`config.mk`:
```
export PLATFORM = sky130hd
export DESIGN_NAME = data_decoder
export DESIGN_NICKNAME = d
export VERILOG_FILES = /design/src/rtl/data_decoder_pkg.sv /design/src/rtl/data_decoder_line_sync.sv /design/src/rtl/data_decoder.sv
export SDC_FILE = /design/constraint.sdc
export NUM_CORES = 1
export LEC_CHECK = 0
export ABC_AREA = 1
export CAP_MARGIN = 25
export CORE_MARGIN = 3
export CORE_UTILIZATION = 53
export CTS_BUF_LIST = sky130_fd_sc_hd__clkbuf_8
export DETAILED_ROUTE_END_ITERATION = 6
export GPL_TIMING_DRIVEN = 1
export PLACE_DENSITY = 0.75
export SLEW_MARGIN = 20
export SYNTH_ARGS = -nofsm -noshare
export SYNTH_HDL_FRONTEND = slang
export SYNTH_HIERARCHICAL = 1
export SYNTH_SLANG_ARGS = --single-unit
```
`constraint.sdc`:
```
create_clock -name clk -period 1.5 [get_ports clk]
set_clock_uncertainty 0.15 [all_clocks]
set_input_delay 0.225 -clock clk [delete_from_list [all_inputs] [get_ports clk]]
set_output_delay 0.225 -clock clk [all_outputs]
set_load 0.01 [all_outputs]
```
`src/rtl/data_decoder_pkg.sv`:
```
// Shared definitions for the Maple bus receive-side decoder.
package data_decoder_pkg;

  typedef enum logic [4:0] {
    ST_IDLE   = 5'b00001,
    ST_WAIT_A = 5'b00010,
    ST_WAIT_B = 5'b00100,
    ST_DONE   = 5'b01000,
    ST_ERROR  = 5'b10000
  } state_t;

  localparam logic BUS_IDLE             = 1'b1;
  localparam int   IDLE_TIMEOUT_DEFAULT = 16;

endpackage

```
`src/rtl/data_decoder_line_sync.sv`:
```
// Bus line synchronizer chain followed by a falling-edge detector.
module maple_line_sync
  import data_decoder_pkg::*;
#(
  parameter int SYNC_STAGES = 2
) (
  input  logic clk,
  input  logic reset,
  input  logic d,
  output logic q,
  output logic fall
);

  logic [SYNC_STAGES-1:0] chain;
  logic                   prev;

  always_ff @(posedge clk or negedge reset) begin
    if (!reset) begin
      chain <= {SYNC_STAGES{BUS_IDLE}};
      prev  <= BUS_IDLE;
    end else begin
      chain <= {chain[SYNC_STAGES-2:0], d};
      prev  <= chain[SYNC_STAGES-1];
    end
  end

  assign q    = chain[SYNC_STAGES-1];
  assign fall = prev & ~q;

endmodule

```
`src/rtl/data_decoder.sv`:
```
// Maple bus bit engine: recovers MSB-first bytes from sdcka/sdckb and pushes them to the rx FIFO.
//
// state   | meaning
// IDLE    | disarmed, waiting for enable
// WAIT_A  | expecting sdcka fall (sdckb carries the bit)
// WAIT_B  | expecting sdckb fall (sdcka carries the bit)
// DONE    | one-cycle done pulse, frame ended on a byte boundary
// ERROR   | one-cycle error pulse, protocol violation or overflow
module data_decoder
  import data_decoder_pkg::*;
#(
  parameter int SYNC_STAGES  = 2,
  parameter int IDLE_TIMEOUT = IDLE_TIMEOUT_DEFAULT,
  parameter int TW           = 5
) (
  input  logic       clk,
  input  logic       reset,
  input  logic       enable,
  input  logic       sdcka,
  input  logic       sdckb,
  input  logic       full,
  output logic [7:0] data,
  output logic       push,
  output logic       done,
  output logic       error,
  output logic       busy
);

  localparam logic [TW-1:0] TMO_MAX = TW'(IDLE_TIMEOUT);

  logic          a_q, a_fall, b_q, b_fall;
  state_t        state;
  logic [7:0]    shift_reg;
  logic [2:0]    bit_cnt;
  logic [TW-1:0] tmo;
  logic          pend;
  logic          byte_seen;
  logic          tmo_hit;

  maple_line_sync #(.SYNC_STAGES(SYNC_STAGES)) u_sync_a (
    .clk (clk), .reset (reset), .d (sdcka), .q (a_q), .fall (a_fall)
  );

  maple_line_sync #(.SYNC_STAGES(SYNC_STAGES)) u_sync_b (
    .clk (clk), .reset (reset), .d (sdckb), .q (b_q), .fall (b_fall)
  );

  assign tmo_hit = (tmo == TMO_MAX);

  always_ff @(posedge clk or negedge reset) begin
    if (!reset) begin
      state     <= ST_IDLE;
      shift_reg <= '0;
      bit_cnt   <= '0;
      tmo       <= '0;
      pend      <= 1'b0;
      byte_seen <= 1'b0;
      data      <= '0;
      push      <= 1'b0;
      done      <= 1'b0;
      error     <= 1'b0;
      busy      <= 1'b0;
    end else begin
      push  <= 1'b0;
      done  <= 1'b0;
      error <= 1'b0;
      pend  <= 1'b0;

      // A completed byte is delivered even if the frame is being abandoned this cycle.
      if (pend && !full) begin
        push      <= 1'b1;
        data      <= shift_reg;
        byte_seen <= 1'b1;
      end

      if (state != ST_IDLE && !enable) begin
        state <= ST_IDLE;
        busy  <= 1'b0;
      end else if (pend && full) begin
        state <= ST_ERROR;
        error <= 1'b1;
        busy  <= 1'b1;
      end else begin
        case (state)
          ST_IDLE: begin
            if (enable) begin
              state     <= ST_WAIT_A;
              busy      <= 1'b1;
              bit_cnt   <= '0;
              tmo       <= '0;
              byte_seen <= 1'b0;
            end
          end
          ST_WAIT_A: begin
            if (b_fall) begin
              state <= ST_ERROR;
              error <= 1'b1;
            end else if (a_fall) begin
              shift_reg <= {shift_reg[6:0], b_q};
              bit_cnt   <= bit_cnt + 3'd1;
              pend      <= (bit_cnt == 3'd7);
              tmo       <= '0;
              state     <= ST_WAIT_B;
            end else if (tmo_hit) begin
              // An empty frame keeps waiting; only a received byte makes a clean end.
              if (bit_cnt != 3'd0) begin
                state <= ST_ERROR;
                error <= 1'b1;
              end else if (byte_seen) begin
                state <= ST_DONE;
                done  <= 1'b1;
              end
            end else begin
              tmo <= tmo + 1'b1;
            end
          end
          ST_WAIT_B: begin
            if (a_fall) begin
              state <= ST_ERROR;
              error <= 1'b1;
            end else if (b_fall) begin
              shift_reg <= {shift_reg[6:0], a_q};
              bit_cnt   <= bit_cnt + 3'd1;
              pend      <= (bit_cnt == 3'd7);
              tmo       <= '0;
              state     <= ST_WAIT_A;
            end else if (tmo_hit) begin
              state <= ST_ERROR;
              error <= 1'b1;
            end else begin
              tmo <= tmo + 1'b1;
            end
          end
          ST_DONE, ST_ERROR: begin
            state <= ST_IDLE;
            busy  <= 1'b0;
          end
          default: begin
            state <= ST_IDLE;
            busy  <= 1'b0;
          end
        endcase
      end
    end
  end

endmodule

```
# --- After elaboration in Yosys (flattened, before gate mapping) ---
# Index checks and enable logic that the tools add are counted.
totals:
  reg_bits: 41
  in_bits: 6
  out_inout_bits: 12
  elab_cells: 118
op_classes:
  addsub: 2
  n_eq_ne: 16
  n_mux: 65
  bitwise_logic: 6
  reduce_logical: 14
ops:
  columns: ["op", "n"]
  rows:
  - ["$mux W5", 17]
  - ["$mux W1", 32]
  - ["$mux W8", 4]
  - ["$pmux W5 S3", 2]
  - ["$pmux W8 S2", 1]
  - ["$mux W3", 5]
  - ["$ne A6 B6 Y1 const B", 2]
  - ["$ne A2 B2 Y1 const B", 5]
  - ["$pmux W3 S3", 1]
  - ["$reduce_and A8 Y1", 1]
  - ["$ne A7 B7 Y1 const B", 1]
  - ["$reduce_and A7 Y1", 1]
  - ["$pmux W1 S2", 3]
  - ["$reduce_and A6 Y1", 1]
  - ["$reduce_bool A3 Y1", 2]
  - ["$add A5 B1 Y5 const B", 1]
  - ["$eq A5 B1 Y1 const B", 1]
  - ["$eq A5 B2 Y1 const B", 1]
  - ["$eq A5 B3 Y1 const B", 1]
  - ["$eq A5 B5 Y1 const B", 1]
  - ["$ne A5 B1 Y1 const B", 1]
  - ["$ne A4 B4 Y1 const B", 1]
  - ["$not A1 Y1", 4]
  - ["$reduce_and A4 Y1", 1]
  - ["other kinds (9)", 13]

# --- Logic depth before layout (Yosys ltp) ---
# Gate-level depths: netlist of the first run.
logic_depth:
  ltp_word: 8
  mapped_depth: 10
  depth_no_buf: 10

# --- Modules after synthesis ---
# The synthesis of the first run kept the hierarchy.
modules_own_cells:
  columns: ["mod", "instances", "cells_each", "area_each_um2", "seq_area_each_um2"]
  rows:
  - ["data_decoder", 1, 236, 1876.8, 877.1]
  - ["maple_line_sync", 2, 5, 88.8, 78.8]

# --- Worst setup path before layout of the first run ---
# Ideal clock, no wire load.
synth_timing:
  path_kind: "register to register"
  start: "register u_sync_a.prev"
  end: "register bit_cnt[1]"
  setup_time_ns: 0.123
  t_arrival_ns: 1.334
  required_time_ns: 1.227
  setup_slack_ns: -0.107
  stages_incl_launch_ff: 9
  n_path_buf: 1
  period_less_slack_ns: 1.607
  cell_sequence: "dfstp_2 -> inv_1 -> nor2_2 -> inv_1 -> o21ai_2 -> nand2_2 -> buf_2 -> o21ai_0 -> nand2_1"
synth_between:
  elab_chain_cells: 3
  elab_cells_between_ends: 4
  cone_classes: "eq/ne (2); bitwise (1); reduce/logical (1)"
synth_rtl:
  columns: ["item", "line_no", "source"]
  rows:
  - ["start, declared", "data_decoder_line_sync.sv:15", "logic prev;"]
  - ["start signal, assigned", "data_decoder_line_sync.sv:23", "prev <= chain[SYNC_STAGES-1];"]
  - ["$and A1 B1 Y1 (*)", "data_decoder_line_sync.sv:28", "assign fall = prev & ~q;"]
  - ["via a_fall", "data_decoder.sv:31", "logic a_q, a_fall, b_q, b_fall;"]
  - ["$ne A2 B2 Y1 (no line)", null, null]
  - ["$reduce_and A8 Y1 (no line) (*)", null, null]
  - ["end signal, assigned", "data_decoder.sv:100", "bit_cnt <= bit_cnt + 3'd1;"]
  - ["end signal, assigned", "data_decoder.sv:123", "bit_cnt <= bit_cnt + 3'd1;"]
  - ["end, declared", "data_decoder.sv:34", "logic [2:0] bit_cnt;"]
# The timed path passes the listed nets; every way through them passes the cells marked *.
# A chain may end at the register's enable or synchronous reset.

# --- Worst setup path in the final report of the first run ---
layout_timing:
  start: "register state[3]"
  end: "register shift_reg[1]"
layout_between:
  elab_chain_cells: 4
  elab_cells_between_ends: 12
  cone_classes: "eq/ne (7); mux (1); bitwise (1); reduce/logical (3)"
layout_rtl:
  columns: ["item", "line_no", "source"]
  rows:
  - ["start, declared", "data_decoder.sv:32", "state_t state;"]
  - ["start signal, assigned", "data_decoder.sv:52", "state <= ST_IDLE;"]
  - ["start signal, assigned", "data_decoder.sv:77", "state <= ST_IDLE;"]
  - ["start signal, assigned", "data_decoder.sv:80", "state <= ST_ERROR;"]
  - ["branches (longest 4 deep; another with $reduce_and A7 Y1)", null, null]
  - ["end signal, assigned", "data_decoder.sv:99", "shift_reg <= {shift_reg[6:0], b_q};"]
  - ["end signal, assigned", "data_decoder.sv:122", "shift_reg <= {shift_reg[6:0], a_q};"]
  - ["end, declared", "data_decoder.sv:33", "logic [7:0] shift_reg;"]
# Several ways; the timed one is not identified.

==> reports/metrics.yaml, run 1 <==
sta:
  fin_tns_setup_ns: -3.41
  maxSlewViolCount: 0
  timing.fmax_ghz: 0.578
  finalSetupViolCount: 25
  hold_viol_final: 0
  grt_setup_unrepaired: "yes"
  timing.final.crit_share: 1.15
  finalCriticalPeriod_ns: 1.73
  worst_slew_pin_slew_ns: 0.304
  layout_setup_ws_ns: -0.229
  relSlewSlack: 0.796
cells_and_area:
  final_cell_mix: "nand2_1, buf_4, dfrtp_1"
  final_common_cell: "nand2_1"
  antenna_cells: 0
  final_cells: 359
  drive_gt1_frac: 0.367
  finalNetCount: 323
  fill_cells: 208
  area_growth_pct: 41.7
global_routing:
  grt_usage: 0.226
  met3_usage: 0.0542
  antenna_found_initial: 0
  grt.busiest_layer: "met2"
  grt_max_degree: 42
  grt_pass1_wl_um: 7700
  grtUsageMet2: 0.362
  grt_pass1_vias: 1733
  grtUsageMet1: 0.290
  overflow: 0
cts:
  cts_num_sinks: 41
  cts-root-buf: "clkbuf_8"
  tritoncts: "done"
  cts_buffers: 5
  htreeDepth: 2
  clock_latency_ns: 0.30
  cts.clk_slew.worst_paths_ns: 0.08
  clk_path_buf_depth: 2
power:
  power.share.clock: 0.242
  ir_drop_uv: 860
  sw_frac_of_total: 0.355
  leakage_nw: 1.53
  power-per-cell-area_nw_per_um2: 1320
  pwr-share-comb: 0.394
  switching_power_w: 0.00137
  p_int_w: 0.00249
  seqPwrFrac: 0.363
floorplan:
  die_area_um2: 4660
  core_region_area_um2: 3520
  initial_core_util: 0.584
  boundaryPins: 18
  fp.dieW_um: 68.3
  die_h_um: 68.3
  std_cell_rows: 21
synth:
  syn_area_um2: 2050
  synth_seq_area_share: 0.504
  syn-num-nets: 257
  ys_types: 30
  synth-seq-cells: 41
  avgSynthCellArea_um2: 8.35
  yosysWarnings: 6
  syn_inst: 246
setup_path:
  cp-end-kind: "flip-flop"
  worstSetupPathType: "reg2reg"
  crit_path_max_fanout: 9
  worstSetupStartpointType: "flip-flop"
  worstPathArrival_ns: 1.76
  reg2reg_slack_ns: -0.23
  cp.required_ns: 1.53
placement:
  finalWeightedCongestion: 0.897
  placed_cells: 343
  dp_hpwl_um: 3190
  io_buffers: 17
detailed_routing:
  via_per_inst: 5.31
  detail-route-antenna-nets: 0
  via_count: 1905
  finalWirelength_um: 5330
  wl_per_cell_um: 14.8
  drt-initial-drc-count: 150
  route.detailed.drc: 0
  drt_first_pass_iters: 4
worst_hold_path:
  hold_path.class: "in2reg"
status:
  status: "finished, violations left"
  violations: "negative setup slack"
job:
  maxCapViolations: 0
-- cell type report --
type / instances / area (µm²) / area share
inverter: 28 / 111 / 0.0382
multi-input combinational: 174 / 1050 / 0.362
sequential: 41 / 1030 / 0.355
timing repair inverter: 1 / 7.51 / 0.00258
clock buffer: 6 / 82.6 / 0.0284
clock inverter: 2 / 37.5 / 0.0129
tap: 46 / 57.6 / 0.0198
timing repair buffer: 61 / 527 / 0.181
-- synthesized netlist by cell type --
| cell type | instances | share of area |
|---|---|---|
| nand4_1 | 2 | 0.0061 |
| a32oi_1 | 1 | 0.0043 |
| dfrtp_1 | 34 | 0.41 |
| nor2_4 | 3 | 0.016 |
| buf_6 | 1 | 0.0055 |
| nand4_2 | 1 | 0.0061 |
| inv_1 | 24 | 0.044 |
| or2_1 | 1 | 0.0030 |
| nor3_1 | 3 | 0.0073 |
| nand2_1 | 75 | 0.14 |
| and2_1 | 2 | 0.0061 |
| o31ai_1 | 1 | 0.0037 |
| inv_2 | 3 | 0.0055 |
| nand3_2 | 2 | 0.0097 |
| nand3_1 | 24 | 0.058 |
| o21ai_0 | 18 | 0.044 |
| nand2_4 | 1 | 0.0055 |
| nor2_1 | 17 | 0.031 |
| nor2_2 | 6 | 0.018 |
| buf_2 | 1 | 0.0024 |
| nand2_2 | 4 | 0.012 |
| ha_1 | 5 | 0.030 |
| xor2_1 | 2 | 0.0085 |
| nand3_4 | 1 | 0.0085 |
| clkinv_1 | 1 | 0.0018 |
| buf_4 | 1 | 0.0037 |
| dfstp_2 | 7 | 0.090 |
| a21oi_1 | 2 | 0.0049 |
| a21boi_0 | 1 | 0.0037 |
| o21ai_2 | 2 | 0.0085 |
-- metal layers --
layer / share of wire / vias up
met4: 0.022 / 0
met5: 0 / -
met2: 0.51 / 51
li1: - / 916
met3: 0.038 / 13
met1: 0.43 / 925
-- final timing paths --
path / from / end / depth (start not counted)
worst max-delay path: state[3] / shift_reg[1] / 9
worst min register to register: u_sync_b/chain[0] / u_sync_b/chain[1] / 0
worst max register to register: state[3] / shift_reg[1] / 9
min in group asynchronous: reset / state[2] / 3
max in group asynchronous: reset / u_sync_b/chain[0] / 3
worst min-delay path: sdckb / u_sync_b/chain[0] / 1
-- worst max-delay path: stages (launching register included) --
cell     delay [ns]
dfrtp_1        0.39
buf_4          0.14
nor2_2         0.09
nand3_2        0.13
nand2_2        0.11
inv_2          0.07
nor2_4         0.18
inv_4          0.09
o21ai_1        0.19
nand2_1        0.07
-- through the flow --
step	cell area, µm²	power, W	hold WS, ns	setup WS, ns	utilization
2_1_floorplan	2060	0.00205	-0.221	-0.0903	-
3_3_place_gp	2560	0.00251	0.0585	-0.178	0.727
3_5_place_dp	2560	0.00255	0.0630	-0.209	0.727
4_1_cts	2760	0.00364	0.176	-0.190	0.784
5_1_grt	2910	0.00407	0.174	-0.344	0.827
6_report	2910	0.00386	0.183	-0.229	0.827
-- cell families (layout without fill, tap and decap cells) --
family / Yosys count / in the layout / synth area share
compound gates: 25 / 25 / 0.0688
xor+xnor: 2 / 2 / 0.00853
fa+ha+maj: 5 / 5 / 0.0305
buf+inv: 31 / 98 / 0.0627
flops: 41 / 41 / 0.504
simple gates: 142 / 142 / 0.326
-- timing repair --
action | 4_1_cts | 5_1_grt
hold endpoints to repair | 41 | 0
setup endpoints to repair | 37 | 26
resized for setup | 38 | 39
gates cloned | 0 | 1
setup buffers | 5 | 1
pin swaps | 9 | 18
hold buffers | 1 | 0
-- power by group through the flow --
stage	clock (W)	sequential (W)	combinational, W
global placement	0	0.00138	0.00113
global route	0.00101	0.00142	0.00164
detailed placement	0	0.00139	0.00116
finish	0.000934	0.00140	0.00152
CTS	0.000944	0.00138	0.00131
floorplan	0	0.00138	0.000667
(Power assumes the default switching activity.)
==> run 2: changes to the inputs <==
- CORE_ASPECT_RATIO: not set -> 0.6
==> reports/metrics.yaml, run 2 (synthesis results as in run 1) <==
status:
  status: "finished, violations left"
  violations: "negative setup slack"
floorplan:
  std_cell_rows: 16  # -24%
  initial_core_util: 0.590  # +0.00629
  fp.dieW_um: 86.4  # +27%
  core_region_area_um2: 3480  # -1.1%
  boundaryPins: 18  # unchanged
  die_area_um2: 4680  # +0.52%
  die_h_um: 54.2  # -21%
global_routing:
  antenna_found_initial: 0  # unchanged
  grt_usage: 0.254  # +0.0288
  grt_max_degree: 26  # -38%
  grt_pass1_wl_um: 8940  # +16%
  overflow: 0  # unchanged
  grt_pass1_vias: 1833  # +5.8%
cts:
  cts-root-buf: "clkbuf_8"
  htreeDepth: 2  # unchanged
  clock_latency_ns: 0.29  # about the same
  clk_path_buf_depth: 2  # unchanged
  cts_num_sinks: 41  # unchanged
  tritoncts: "done"
  cts_buffers: 5  # unchanged
  cts.clk_slew.worst_paths_ns: 0.07  # about the same
power:
  power.share.clock: 0.226  # -0.016
  leakage_nw: 1.55  # +1.5%
  seqPwrFrac: 0.353  # -0.010
  power-per-cell-area_nw_per_um2: 1340  # +1.2%
  pwr-share-comb: 0.420  # +0.026
  total_power_w: 0.00395  # +2.3%
  sw_frac_of_total: 0.350  # -0.00523
  switching_power_w: 0.00138  # +0.83%
  ir_drop_uv: 902  # +4.9%
  p_int_w: 0.00257  # +3.2%
detailed_routing:
  via_count: 1976  # +3.7%
  drt_first_pass_iters: 5  # +1
  detail-route-antenna-nets: 0  # unchanged
  via_per_inst: 5.44  # +2.6%
  wl_per_cell_um: 15.9  # +7.3%
  route.detailed.drc: 0  # unchanged
  drt-initial-drc-count: 153  # +2.0%
  finalWirelength_um: 5780  # +8.5%
sta:
  relSlewSlack: 0.710  # -0.0859
  finalSetupViolCount: 25  # unchanged
  timing.final.crit_share: 1.13  # -0.0275
  worst_slew_pin_slew_ns: 0.434  # +0.131 ns
  fin_tns_setup_ns: -3.59  # -0.182 ns
  hold_viol_final: 0  # unchanged
  timing.fmax_ghz: 0.593  # +2.4%
  layout_setup_ws_ns: -0.188  # +0.0413 ns
  finalCriticalPeriod_ns: 1.69  # -0.0413 ns
  grt_setup_unrepaired: "yes"
  maxSlewViolCount: 0  # unchanged
setup_path:
  cp-end-kind: "flip-flop"
  ff2ff_path_depth: 10  # +1
  crit_path_end: "busy"
  cp.required_ns: 1.52  # about the same
  crit_path_start: "state[0]"
  crit_path_max_fanout: 4  # -5
  timing.rr.end: "busy"
  reg2reg_slack_ns: -0.19  # +0.04 ns
  worstSetupStartpointType: "flip-flop"
  worstPathArrival_ns: 1.71  # -0.05 ns
  r2r-start: "state[0]"
  worstSetupPathType: "reg2reg"
placement:
  finalWeightedCongestion: 0.923  # +2.9%
  placedInstanceArea_um2: 2570  # +0.44%
  dp_hpwl_um: 3740  # +17%
  placed_cells: 342  # -0.29%
  io_buffers: 17  # unchanged
cells_and_area:
  antenna_cells: 0  # unchanged
  area_growth_pct: 43.4
  drive_gt1_frac: 0.368  # +0.000512
  final_cells: 363  # +1.1%
  stdcell_area_um2: 2950  # +1.2%
  finish.utilization: 0.846  # +0.0186
  finalNetCount: 328  # +1.5%
  final_common_cell: "nand2_1"
  final_cell_mix: "nand2_1, buf_4, dfrtp_1"
  fill_cells: 205  # -1.4%
job:
  maxCapViolations: 0  # unchanged
worst_hold_path:
  hold_path.class: "in2reg"
[run 2: changes by cell type in the layout (fill, tap and decap cells not counted), sizes merged]
cell	change
buf	+5
clkinvlp	-1
inv	+1
[run 2: critical path, stage by stage (launching register included)]
cell	delay, ns
dfstp_2	0.54
inv_2	0.04
nor2_2	0.08
nand3_2	0.12
nand2_4	0.12
nand2_4	0.07
nor2_4	0.16
buf_4	0.14
nor2_1	0.03
nor2_1	0.08
nor2_1	0.04
[run 2: power by group through the flow]
stage	Combinational (W)	Clock, W	Sequential (W)
after floorplan	0.000667	0	0.00138
after global placement	0.00113	0	0.00138
after detailed placement	0.00116	0	0.00139
after CTS	0.00153	0.000902	0.00138
after global routing	0.00180	0.000954	0.00141
final	0.00166	0.000892	0.00139
[run 2: area by class of cell]
cell class	instances	area (µm²)	area share
Clock buffer	6	82.6	0.0280
Timing Repair Buffer	66	592	0.201
Clock inverter	2	33.8	0.0115
Timing Repair inverter	1	7.51	0.00255
Multi-Input combinational cell	174	1030	0.349
Inverter	28	111	0.0378
Sequential cell	41	1030	0.351
Tap cell	45	56.3	0.0191
[run 2: timing repair]
item / 4_1_cts / 5_1_grt
buffers inserted: 8 / 2
gates resized for setup: 67 / 11
pin swaps: 25 / 4
hold buffers: 1 / 0
endpoints found under the setup margin: 37 / 25
endpoints found under the hold margin: 10 / 0
cloned: 2 / 0
[run 2: worst min path at each step]
stage	from	end	slack [ns]	cells after the start
global route	sdckb	u_sync_b/chain[0]	0.18	1
global placement	reset	state[3]	0.03	1
floorplan	reset	bit_cnt[0]	-0.22	0
finish	sdckb	u_sync_b/chain[0]	0.19	1
CTS	sdckb	u_sync_b/chain[0]	0.18	1
detailed placement	reset	state[3]	0.03	1
[run 2: per-stage QoR]
stage | hold WS [ns] | setup slack [ns]
after global routing | 0.180 | -0.288
after detailed placement | 0.0319 | -0.220
after CTS | 0.183 | -0.176
final | 0.188 | -0.188
after floorplan | -0.221 | -0.0903
after global placement | 0.0251 | -0.199
[run 2: per-layer routing]
metal,track usage,wire length (µm)
met3,0.0511,462
met1,0.365,2630
met4,0.0544,116
met2,0.406,2580
met5,0,0
